[src/rtl/mips_div_pkg.sv]
// mips_div_pkg: shared state type and sizing constants for the iterative divider
package mips_div_pkg;
  localparam int WIDTH_DEF = 32;
  localparam int ITER_BITS = $clog2(WIDTH_DEF + 1);
  typedef enum logic [1:0] {IDLE, RUN, FIX, DONE} state_t;
endpackage

[src/rtl/mips_divider_if.sv]
// mips_divider_if: request/result bundle between a divide requester and the divider
interface mips_divider_if #(parameter int WIDTH = 32);
  logic start;
  logic is_signed;
  logic [WIDTH-1:0] dividend;
  logic [WIDTH-1:0] divisor;
  logic busy;
  logic done;
  logic [WIDTH-1:0] quotient;
  logic [WIDTH-1:0] remainder;
  logic div_by_zero;
  modport master (output start, is_signed, dividend, divisor,
                  input busy, done, quotient, remainder, div_by_zero);
  modport slave (input start, is_signed, dividend, divisor,
                 output busy, done, quotient, remainder, div_by_zero);
endinterface

[src/rtl/div_step.sv]
// div_step: one restoring-division iteration (shift, trial subtract, select)
module div_step #(parameter int WIDTH = 32) (
  input  logic [WIDTH-1:0] rem_in,
  input  logic [WIDTH-1:0] quo_in,
  input  logic [WIDTH-1:0] dvsr,
  output logic [WIDTH-1:0] rem_out,
  output logic [WIDTH-1:0] quo_out
);
  logic [WIDTH:0] shifted;
  logic [WIDTH:0] diff;
  logic neg;
  assign shifted = {rem_in, quo_in[WIDTH-1]};
  assign diff = shifted - {1'b0, dvsr};
  assign neg = diff[WIDTH];
  assign rem_out = neg ? shifted[WIDTH-1:0] : diff[WIDTH-1:0];
  assign quo_out = {quo_in[WIDTH-2:0], ~neg};
endmodule

[src/rtl/mips_divider.sv]
// mips_divider: fixed-latency signed/unsigned restoring divider (DIV/DIVU)
module mips_divider
  import mips_div_pkg::*;
#(parameter int WIDTH = WIDTH_DEF) (
  input logic clk,
  input logic rst_n,
  mips_divider_if.slave bus
);
  state_t state, state_nx;
  logic [ITER_BITS-1:0] cnt;
  logic [WIDTH-1:0] rem, quo, dvsr, rem_nx, quo_nx;
  logic [WIDTH-1:0] a_mag, b_mag, q_fix, r_fix;
  logic [WIDTH-1:0] q_out, r_out;
  logic neg_q, neg_r, dz, dz_out;
  logic accept;
  assign accept = state == IDLE && bus.start;
  assign a_mag = (bus.is_signed && bus.dividend[WIDTH-1]) ? -bus.dividend : bus.dividend;
  assign b_mag = (bus.is_signed && bus.divisor[WIDTH-1]) ? -bus.divisor : bus.divisor;
  assign q_fix = dz ? '1 : (neg_q ? -quo : quo);
  assign r_fix = neg_r ? -rem : rem;
  div_step #(.WIDTH(WIDTH)) u_step (
    .rem_in(rem),
    .quo_in(quo),
    .dvsr(dvsr),
    .rem_out(rem_nx),
    .quo_out(quo_nx)
  );
  // state register
  always_ff @(posedge clk or negedge rst_n)
    if (!rst_n) state <= IDLE;
    else state <= state_nx;
  // next state: one RUN cycle per quotient bit, then sign fix-up, then result pulse
  always_comb
    state_nx = state == IDLE ? (accept ? RUN : IDLE) :
               state == RUN  ? (cnt == ITER_BITS'(1) ? FIX : RUN) :
               state == FIX  ? DONE : IDLE;
  // handshake outputs decoded from state
  always_comb begin
    bus.busy = state == RUN || state == FIX;
    bus.done = state == DONE;
  end
  // datapath: capture magnitudes, iterate, and publish sign-corrected results on entry to DONE
  always_ff @(posedge clk or negedge rst_n)
    if (!rst_n) begin
      cnt <= '0;
      rem <= '0;
      quo <= '0;
      dvsr <= '0;
      neg_q <= 1'b0;
      neg_r <= 1'b0;
      dz <= 1'b0;
      q_out <= '0;
      r_out <= '0;
      dz_out <= 1'b0;
    end else if (accept) begin
      cnt <= ITER_BITS'(WIDTH);
      rem <= '0;
      quo <= a_mag;
      dvsr <= b_mag;
      neg_q <= bus.is_signed && (bus.dividend[WIDTH-1] ^ bus.divisor[WIDTH-1]);
      neg_r <= bus.is_signed && bus.dividend[WIDTH-1];
      dz <= bus.divisor == '0;
    end else if (state == RUN) begin
      cnt <= cnt - ITER_BITS'(1);
      rem <= rem_nx;
      quo <= quo_nx;
    end else if (state == FIX) begin
      q_out <= q_fix;
      r_out <= r_fix;
      dz_out <= dz;
    end
  assign bus.quotient = q_out;
  assign bus.remainder = r_out;
  assign bus.div_by_zero = dz_out;
endmodule

[src/flat_wrapper.sv]
// flat-port wrapper written by rule: the top's interface ports become plain ports
module mips_divider_flat import mips_div_pkg::*;
#(parameter int WIDTH = WIDTH_DEF)
  (clk, rst_n, bus_start, bus_is_signed, bus_dividend, bus_divisor, bus_busy, bus_done, bus_quotient, bus_remainder, bus_div_by_zero);
  mips_divider_if #(.WIDTH(WIDTH)) bus_i ();
  input logic clk;
  input logic rst_n;
  input wire logic [$bits(bus_i.start)-1:0] bus_start;
  input wire logic [$bits(bus_i.is_signed)-1:0] bus_is_signed;
  input wire logic [$bits(bus_i.dividend)-1:0] bus_dividend;
  input wire logic [$bits(bus_i.divisor)-1:0] bus_divisor;
  output wire logic [$bits(bus_i.busy)-1:0] bus_busy;
  output wire logic [$bits(bus_i.done)-1:0] bus_done;
  output wire logic [$bits(bus_i.quotient)-1:0] bus_quotient;
  output wire logic [$bits(bus_i.remainder)-1:0] bus_remainder;
  output wire logic [$bits(bus_i.div_by_zero)-1:0] bus_div_by_zero;
  assign bus_i.start = bus_start;
  assign bus_i.is_signed = bus_is_signed;
  assign bus_i.dividend = bus_dividend;
  assign bus_i.divisor = bus_divisor;
  assign bus_busy = bus_i.busy;
  assign bus_done = bus_i.done;
  assign bus_quotient = bus_i.quotient;
  assign bus_remainder = bus_i.remainder;
  assign bus_div_by_zero = bus_i.div_by_zero;
  mips_divider #(.WIDTH(WIDTH)) u_core (.clk(clk), .rst_n(rst_n), .bus(bus_i));
endmodule
[config.mk]
export PLATFORM = sky130hd
export DESIGN_NAME = mips_divider_flat
export DESIGN_NICKNAME = d
export VERILOG_FILES = /design/src/rtl/mips_div_pkg.sv /design/src/rtl/mips_divider_if.sv /design/src/rtl/div_step.sv /design/src/rtl/mips_divider.sv /design/src/flat_wrapper.sv
export SDC_FILE = /design/constraint.sdc
export NUM_CORES = 1
export LEC_CHECK = 0
export CAP_MARGIN = 20
export CORE_UTILIZATION = 50
export CTS_CLUSTER_DIAMETER = 80
export CTS_CLUSTER_SIZE = 25
export DETAILED_ROUTE_END_ITERATION = 10
export GPL_ROUTABILITY_DRIVEN = 0
export PLACE_DENSITY_LB_ADDON = 0.25
export SLEW_MARGIN = 20
export SYNTH_ARGS = -nofsm -noshare
export SYNTH_HDL_FRONTEND = slang
export SYNTH_SLANG_ARGS = --single-unit
[constraint.sdc]
create_clock -name clk -period 3.3 [get_ports clk]
set_input_delay 0.495 -clock clk [delete_from_list [all_inputs] [get_ports clk]]
set_output_delay 0.495 -clock clk [all_outputs]
set_load 0.01 [all_outputs]
==> results.ini, run 1 <==
[run_status]
status=finished, violations left
violations=DRC

[synth]
synth_edf_count=0
syn_nets=1397
async_flop_share=1.00
synth-seq-cells=172
yosys_warnings=0
syn_area_per_cell_sq_um=8.77
synth_ff_type=dfrtp_1
ys_types=67
synthesis.area_sq_um=11300
yosysSeqAreaShare=0.382
synthCells=1286

[timing]
layout_min_cycle_time_ns=3.18
max_freq_mhz=314
fin_crit_sh=0.964
tightest_slew_ns=0.953
finalSetupViolCount=0
slew_headroom=0.364
final.setup_skew_ns=0.00720
maxSlewViolCount=0
setup_slack_ns=0.118
hold_violations=0

[cells_and_area]
layout_commonest_cell=dfrtp_1
drive_above_1_share=0.111
final_cell_mix=dfrtp_1 (172), nand2_1 (159), clkdlybuf4s50_1 (133)
area_delta_synth_final_pct=24.7
layout.area.seq_sq_um=4300
final_cells=1743
fillers=1817
multi_input_area_sq_um=6590
fin_nets=1561
n_antenna_cell=0
final_util=0.640

[global_routing]
grtUsageTotal=0.246
antenna_found_initial=0
grt_pass1_wl_microns=46200
grt_pass1_vias=9107
grt_max_degree=100
gr-total-overflow=0

[setup_path]
slowest_stage=or4_4
cp.arrival_ns=3.45
slowest_delay_ns=0.58
crit_path_cell_trace=or4_4, or4_1, or3_4, or3_1, nand2b_1, o21ai_1, xor2_1, a21oi_1
path_buf_inv=0
crit_type=reg -> reg
crit_fanout=6
startpoint_type=flip-flop
required_ns=3.57
critPathCaptureType=flip-flop
crit_family=simple AND/OR/NAND/NOR gates

[placement]
place_hpwl_microns=20200
dp_cells=1709
dp_slack_ns=-0.104
io_buffers=134

[floorplanning]
rows=54
die_w_microns=152
core_sq_um=22000
die_h_microns=152
start_util=0.513
die_area_sq_um=23100
ios=135

[power_and_ir_drop]
netSwitchingFraction=0.232
ir_drop_mv=0.240
seqPwrFrac=0.476
leakage_nw=5.97
p_int_w=0.00340
p_comb_frac=0.065
clockPowerShare=0.459
power.switching_w=0.00103
power_density_nw_per_um2=315

[routing]
drc=6
drt_iter0_drc=601
ant_nets=0
wire_per_inst_microns=15.6
totalWireLength_microns=27200
first_pass_iters=8
vias=9644
vias_per_cell=5.53

[clocking]
cts_made_buffers=17
insertion_delay_ns=0.44
cts_root_buf=clkbuf_16
cts_tree=yes
htreeDepth=4
cts.clk_slew.worst_paths_ns=0.07
cts_sinks=172
clock_path_buffers=2

[hold_path]
hp-class=in -> async

[flow_run]
cap_violations=0

## through the flow
step	total power [W]	TNS (ns)	hold WS (ns)	instance area, sq um
after floorplan	0.00225	0	0.199	11300
after global placement	0.00243	-0.106	0.461	13400
after detailed placement	0.00244	-0.202	0.470	13400
after CTS	0.00446	0	0.152	14000
after global routing	0.00458	-0.000482	0.192	14100
final	0.00443	0	0.108	14100
## metal layers
metal,track usage,part of all wire,vias up
met5,0,0,-
met4,0.0705,0.015,0
li1,-,-,4887
met3,0.0395,0.050,30
met1,0.380,0.52,4512
met2,0.351,0.42,215
## cells in the mapped netlist, types with 20 or more instances
| library cell | count | share of area |
|---|---|---|
| nand3_1 | 20 | 0.0089 |
| nand2b_1 | 20 | 0.011 |
| dfrtp_1 | 172 | 0.38 |
| ha_1 | 42 | 0.047 |
| nor2_1 | 89 | 0.030 |
| o31ai_1 | 27 | 0.018 |
| xnor2_1 | 90 | 0.070 |
| o21ai_0 | 118 | 0.052 |
| xor2_1 | 62 | 0.048 |
| clkbuf_1 | 57 | 0.019 |
| o22a_1 | 33 | 0.026 |
| inv_1 | 54 | 0.018 |
| a21oi_1 | 90 | 0.040 |
| mux2i_1 | 33 | 0.029 |
| nand2_1 | 160 | 0.053 |
## state kept, by name, indices dropped and copies added, names as in the netlist
| register | count |
|---|---|
| u_core.dvsr | 32 |
| u_core.cnt | 6 |
| u_core.neg_r | 1 |
| u_core.bus.remainder | 32 |
| u_core.rem | 32 |
| u_core.bus.div_by_zero | 1 |
| u_core.neg_q | 1 |
| u_core.quo | 32 |
| u_core.dz | 1 |
| u_core.state | 2 |
| u_core.bus.quotient | 32 |
## area by class of cell
cell class                 instances  area share
multi-input combinational        989       0.469
sequential                       172       0.306
timing repair buffer             215       0.143
clock buffer                      18      0.0312
tap                              280      0.0249
inverter                          55      0.0147
clock inverter                    14      0.0111
## final timing paths
path / slack (ns) / depth (start not counted) / start / endpoint
max: 0.12 / 8 / u_core.rem[6]$_DFFE_PN0P_ / u_core.bus.remainder[28]$_DFFE_PN0P_
min: 0.11 / 1 / rst_n / u_core.bus.remainder[1]$_DFFE_PN0P_
max reg2reg: 0.12 / 8 / u_core.rem[6]$_DFFE_PN0P_ / u_core.bus.remainder[28]$_DFFE_PN0P_
min reg2reg: 0.48 / 2 / u_core.dvsr[15]$_DFFE_PN0P_ / u_core.dvsr[15]$_DFFE_PN0P_
max in group asynchronous: 2.35 / 2 / rst_n / u_core.cnt[5]$_DFFE_PN0P_
min in group clk: 0.48 / 2 / u_core.dvsr[15]$_DFFE_PN0P_ / u_core.dvsr[15]$_DFFE_PN0P_
## power by group through the flow
stage,Sequential [W],Clock (W),Combinational (W)
global route,0.00211,0.00215,0.000323
detailed placement,0.00215,0,0.000293
global placement,0.00215,0,0.000287
floorplan,0.00215,0,0.000104
finish,0.00211,0.00204,0.000289
CTS,0.00211,0.00206,0.000294
## cells by family (layout without fill, tap and decap cells)
kind of cell             Yosys count  after routing  share of synthesized area
AO/OA/AOI/OAI                    371            371                      0.213
XOR/XNOR                         153            153                      0.120
adder cells (fa/ha/maj)           43             43                     0.0484
buffers and inverters            125            302                     0.0425
flip-flops                       172            172                      0.382
multiplexers                      37             37                     0.0333
AND/OR/NAND/NOR                  385            385                      0.162
## repair_timing
item / CTS / global route
gates resized for setup: 0 / 18
setup buffers: 0 / 2
hold buffers: 0 / 0
endpoints found under the hold margin: 0 / 0
setup endpoints to repair: 0 / 32
Power figures use the tool's default switching activity.
==> run 2, diff against run 1 <==
--- a/config.mk
+++ b/config.mk
@@ -8,5 +8,4 @@
 export CAP_MARGIN = 20
 export CORE_UTILIZATION = 50
-export CTS_CLUSTER_DIAMETER = 80
 export CTS_CLUSTER_SIZE = 25
 export DETAILED_ROUTE_END_ITERATION = 10
==> constraint.sdc (replaced) <==
create_clock -name clk -period 3.3 [get_ports clk]
set_input_delay 0.66 -clock clk [delete_from_list [all_inputs] [get_ports clk]]
set_output_delay 0.66 -clock clk [all_outputs]
set_load 0.01 [all_outputs]
==> results.ini, run 2 (same netlist as run 1, synthesis figures left out) <==
[power_and_ir_drop]
ir_drop_mv=0.318  ; +33%
power_density_nw_per_um2=317  ; +0.46%
p_total_w=0.00453  ; +2.2%
leakage_nw=6.06  ; +1.5%

[setup_path]
crit_fanout=6  ; unchanged
critPathCaptureType=flip-flop
crit_path_cell_trace=inv_1, ha_1, a21oi_1, o21ai_0, or3b_2, o22a_2, a311oi_4, buf_6, xor2_4, buf_6, nand2_1, a311oi_1
slowest_delay_ns=0.46  ; -0.12 ns
startpoint_type=flip-flop
cp.arrival_ns=3.61  ; +0.16 ns
slowest_stage=or3b_2
required_ns=3.64  ; +0.07 ns
worst_path_most_repeated_cell=buf_6
crit_type=reg -> reg

[clocking]
cts_made_buffers=17  ; unchanged
cts.clk_slew.worst_paths_ns=0.07  ; about the same
clock_path_buffers=2  ; unchanged
cts_root_buf=clkbuf_16
cts_tree=yes
insertion_delay_ns=0.44  ; about the same
cts_hold_buf=0  ; unchanged
cts_sinks=172  ; unchanged
htreeDepth=4  ; unchanged

[global_routing]
grt_max_degree=81  ; -19%
grt_pass1_wl_microns=46200  ; -0.12%
gr-total-overflow=0  ; unchanged
antenna_found_initial=0  ; unchanged
grt_pass1_vias=9269  ; +1.8%
grtUsageTotal=0.245  ; -0.000610

[timing]
layout_min_cycle_time_ns=3.27  ; +0.0931 ns
hold_violations=0  ; unchanged
tightest_slew_ns=0.960  ; +0.00649 ns
final.setup_skew_ns=0.00897  ; +0.00176 ns
fin_crit_sh=0.992  ; +0.0282
maxSlewViolCount=0  ; unchanged
finalSetupViolCount=0  ; unchanged
timing.hold.ws_ns=0.163  ; +0.0557 ns
max_freq_mhz=305  ; -2.8%
setup_slack_ns=0.0252  ; -0.0931 ns
slew_headroom=0.360  ; -0.00432

[placement]
dp_slack_ns=-0.293  ; -0.189 ns
place_hpwl_microns=20700  ; +2.4%
io_buffers=134  ; unchanged
place_area_sq_um=13400  ; +0.52%
dp_cells=1717  ; +0.47%

[floorplanning]
ios=135  ; unchanged
rows=54  ; unchanged
die_area_sq_um=23100  ; unchanged
start_util=0.513  ; unchanged
core_sq_um=22000  ; unchanged
die_w_microns=152  ; unchanged
die_h_microns=152  ; unchanged

[routing]
totalWireLength_microns=28600  ; +5.0%
vias_per_cell=5.66  ; +2.3%
vias=9931  ; +3.0%
wire_per_inst_microns=16.3  ; +4.3%
drt_iter0_drc=732  ; +22%
first_pass_iters=8  ; unchanged
drc=6  ; unchanged
ant_nets=0  ; unchanged

[cells_and_area]
final_area_sq_um=14300  ; +1.7%
fin_nets=1573  ; +0.77%
multi_input_area_sq_um=6680  ; +1.3%
area_delta_synth_final_pct=26.8
layout.area.seq_sq_um=4300  ; unchanged
drive_above_1_share=0.123  ; +0.0120
final_cells=1755  ; +0.69%
layout_commonest_cell=dfrtp_1
fillers=1798  ; -1.0%
final_cell_mix=dfrtp_1 (172), nand2_1 (159), clkdlybuf4s50_1 (133)
n_antenna_cell=0  ; unchanged

[hold_path]
hp-class=in -> async

[run_status]
violations=DRC
status=finished, violations left

[flow_run]
cap_violations=0  ; unchanged

==> run 2: report_power, final <==
group	internal, W	total [W]	switching [W]	leakage, nW
clock	0.00125	0.00213	0.000882	0.309
combinational	0.000145	0.000288	0.000143	3.49
sequential	0.00211	0.00211	0	2.26
total	0.00350	0.00453	0.00102	6.06
==> run 2: worst paths after layout <==
check | start | endpoint | slack (ns) | cells past startpoint
max in group asynchronous | rst_n | u_core.dvsr[16]$_DFFE_PN0P_ | 2.37 | 2
min reg2reg | u_core.dvsr[10]$_DFFE_PN0P_ | u_core.dvsr[10]$_DFFE_PN0P_ | 0.48 | 2
max | u_core.dvsr[21]$_DFFE_PN0P_ | u_core.rem[9]$_DFFE_PN0P_ | 0.03 | 12
min | rst_n | u_core.bus.remainder[4]$_DFFE_PN0P_ | 0.16 | 1
max reg2reg | u_core.dvsr[21]$_DFFE_PN0P_ | u_core.rem[9]$_DFFE_PN0P_ | 0.03 | 12
min in group clk | u_core.dvsr[10]$_DFFE_PN0P_ | u_core.dvsr[10]$_DFFE_PN0P_ | 0.48 | 2
==> run 2: worst max-delay path: cells and delay by family, from the launching register on <==
family | cells | cell delay [ns]
AND/OR/NAND/NOR | 2 | 0.51
adder cells (fa/ha/maj) | 1 | 0.36
buffers and inverters | 3 | 0.42
XOR/XNOR | 1 | 0.28
flip-flops | 1 | 0.35
AO/OA/AOI/OAI | 5 | 1.25
==> run 2: metrics by stage <==
stage	setup TNS [ns]	utilization
floorplan	0	-
global placement	-0.726	0.612
detailed placement	-1.21	0.612
CTS	0	0.641
global route	-0.842	0.651
finish	0	0.651
==> run 2: metal layers <==
layer	GRT usage	up-vias	wire (microns)
met4	0.0622	0	487
met1	0.367	4647	13900
met2	0.359	317	12300
met5	0	-	0
met3	0.0512	41	1880
li1	-	4926	-
==> run 2: cell type report <==
type,instances,area share
clock buffer,19,0.0317
tap,280,0.0245
multi-input combinational,989,0.467
inverter,55,0.0144
sequential,172,0.301
timing repair buffer,227,0.149
clock inverter,13,0.0125
==> run 2: timing repair <==
action,in CTS,in global routing
resized for setup,0,37
setup endpoints to repair,0,34
setup buffers,0,3
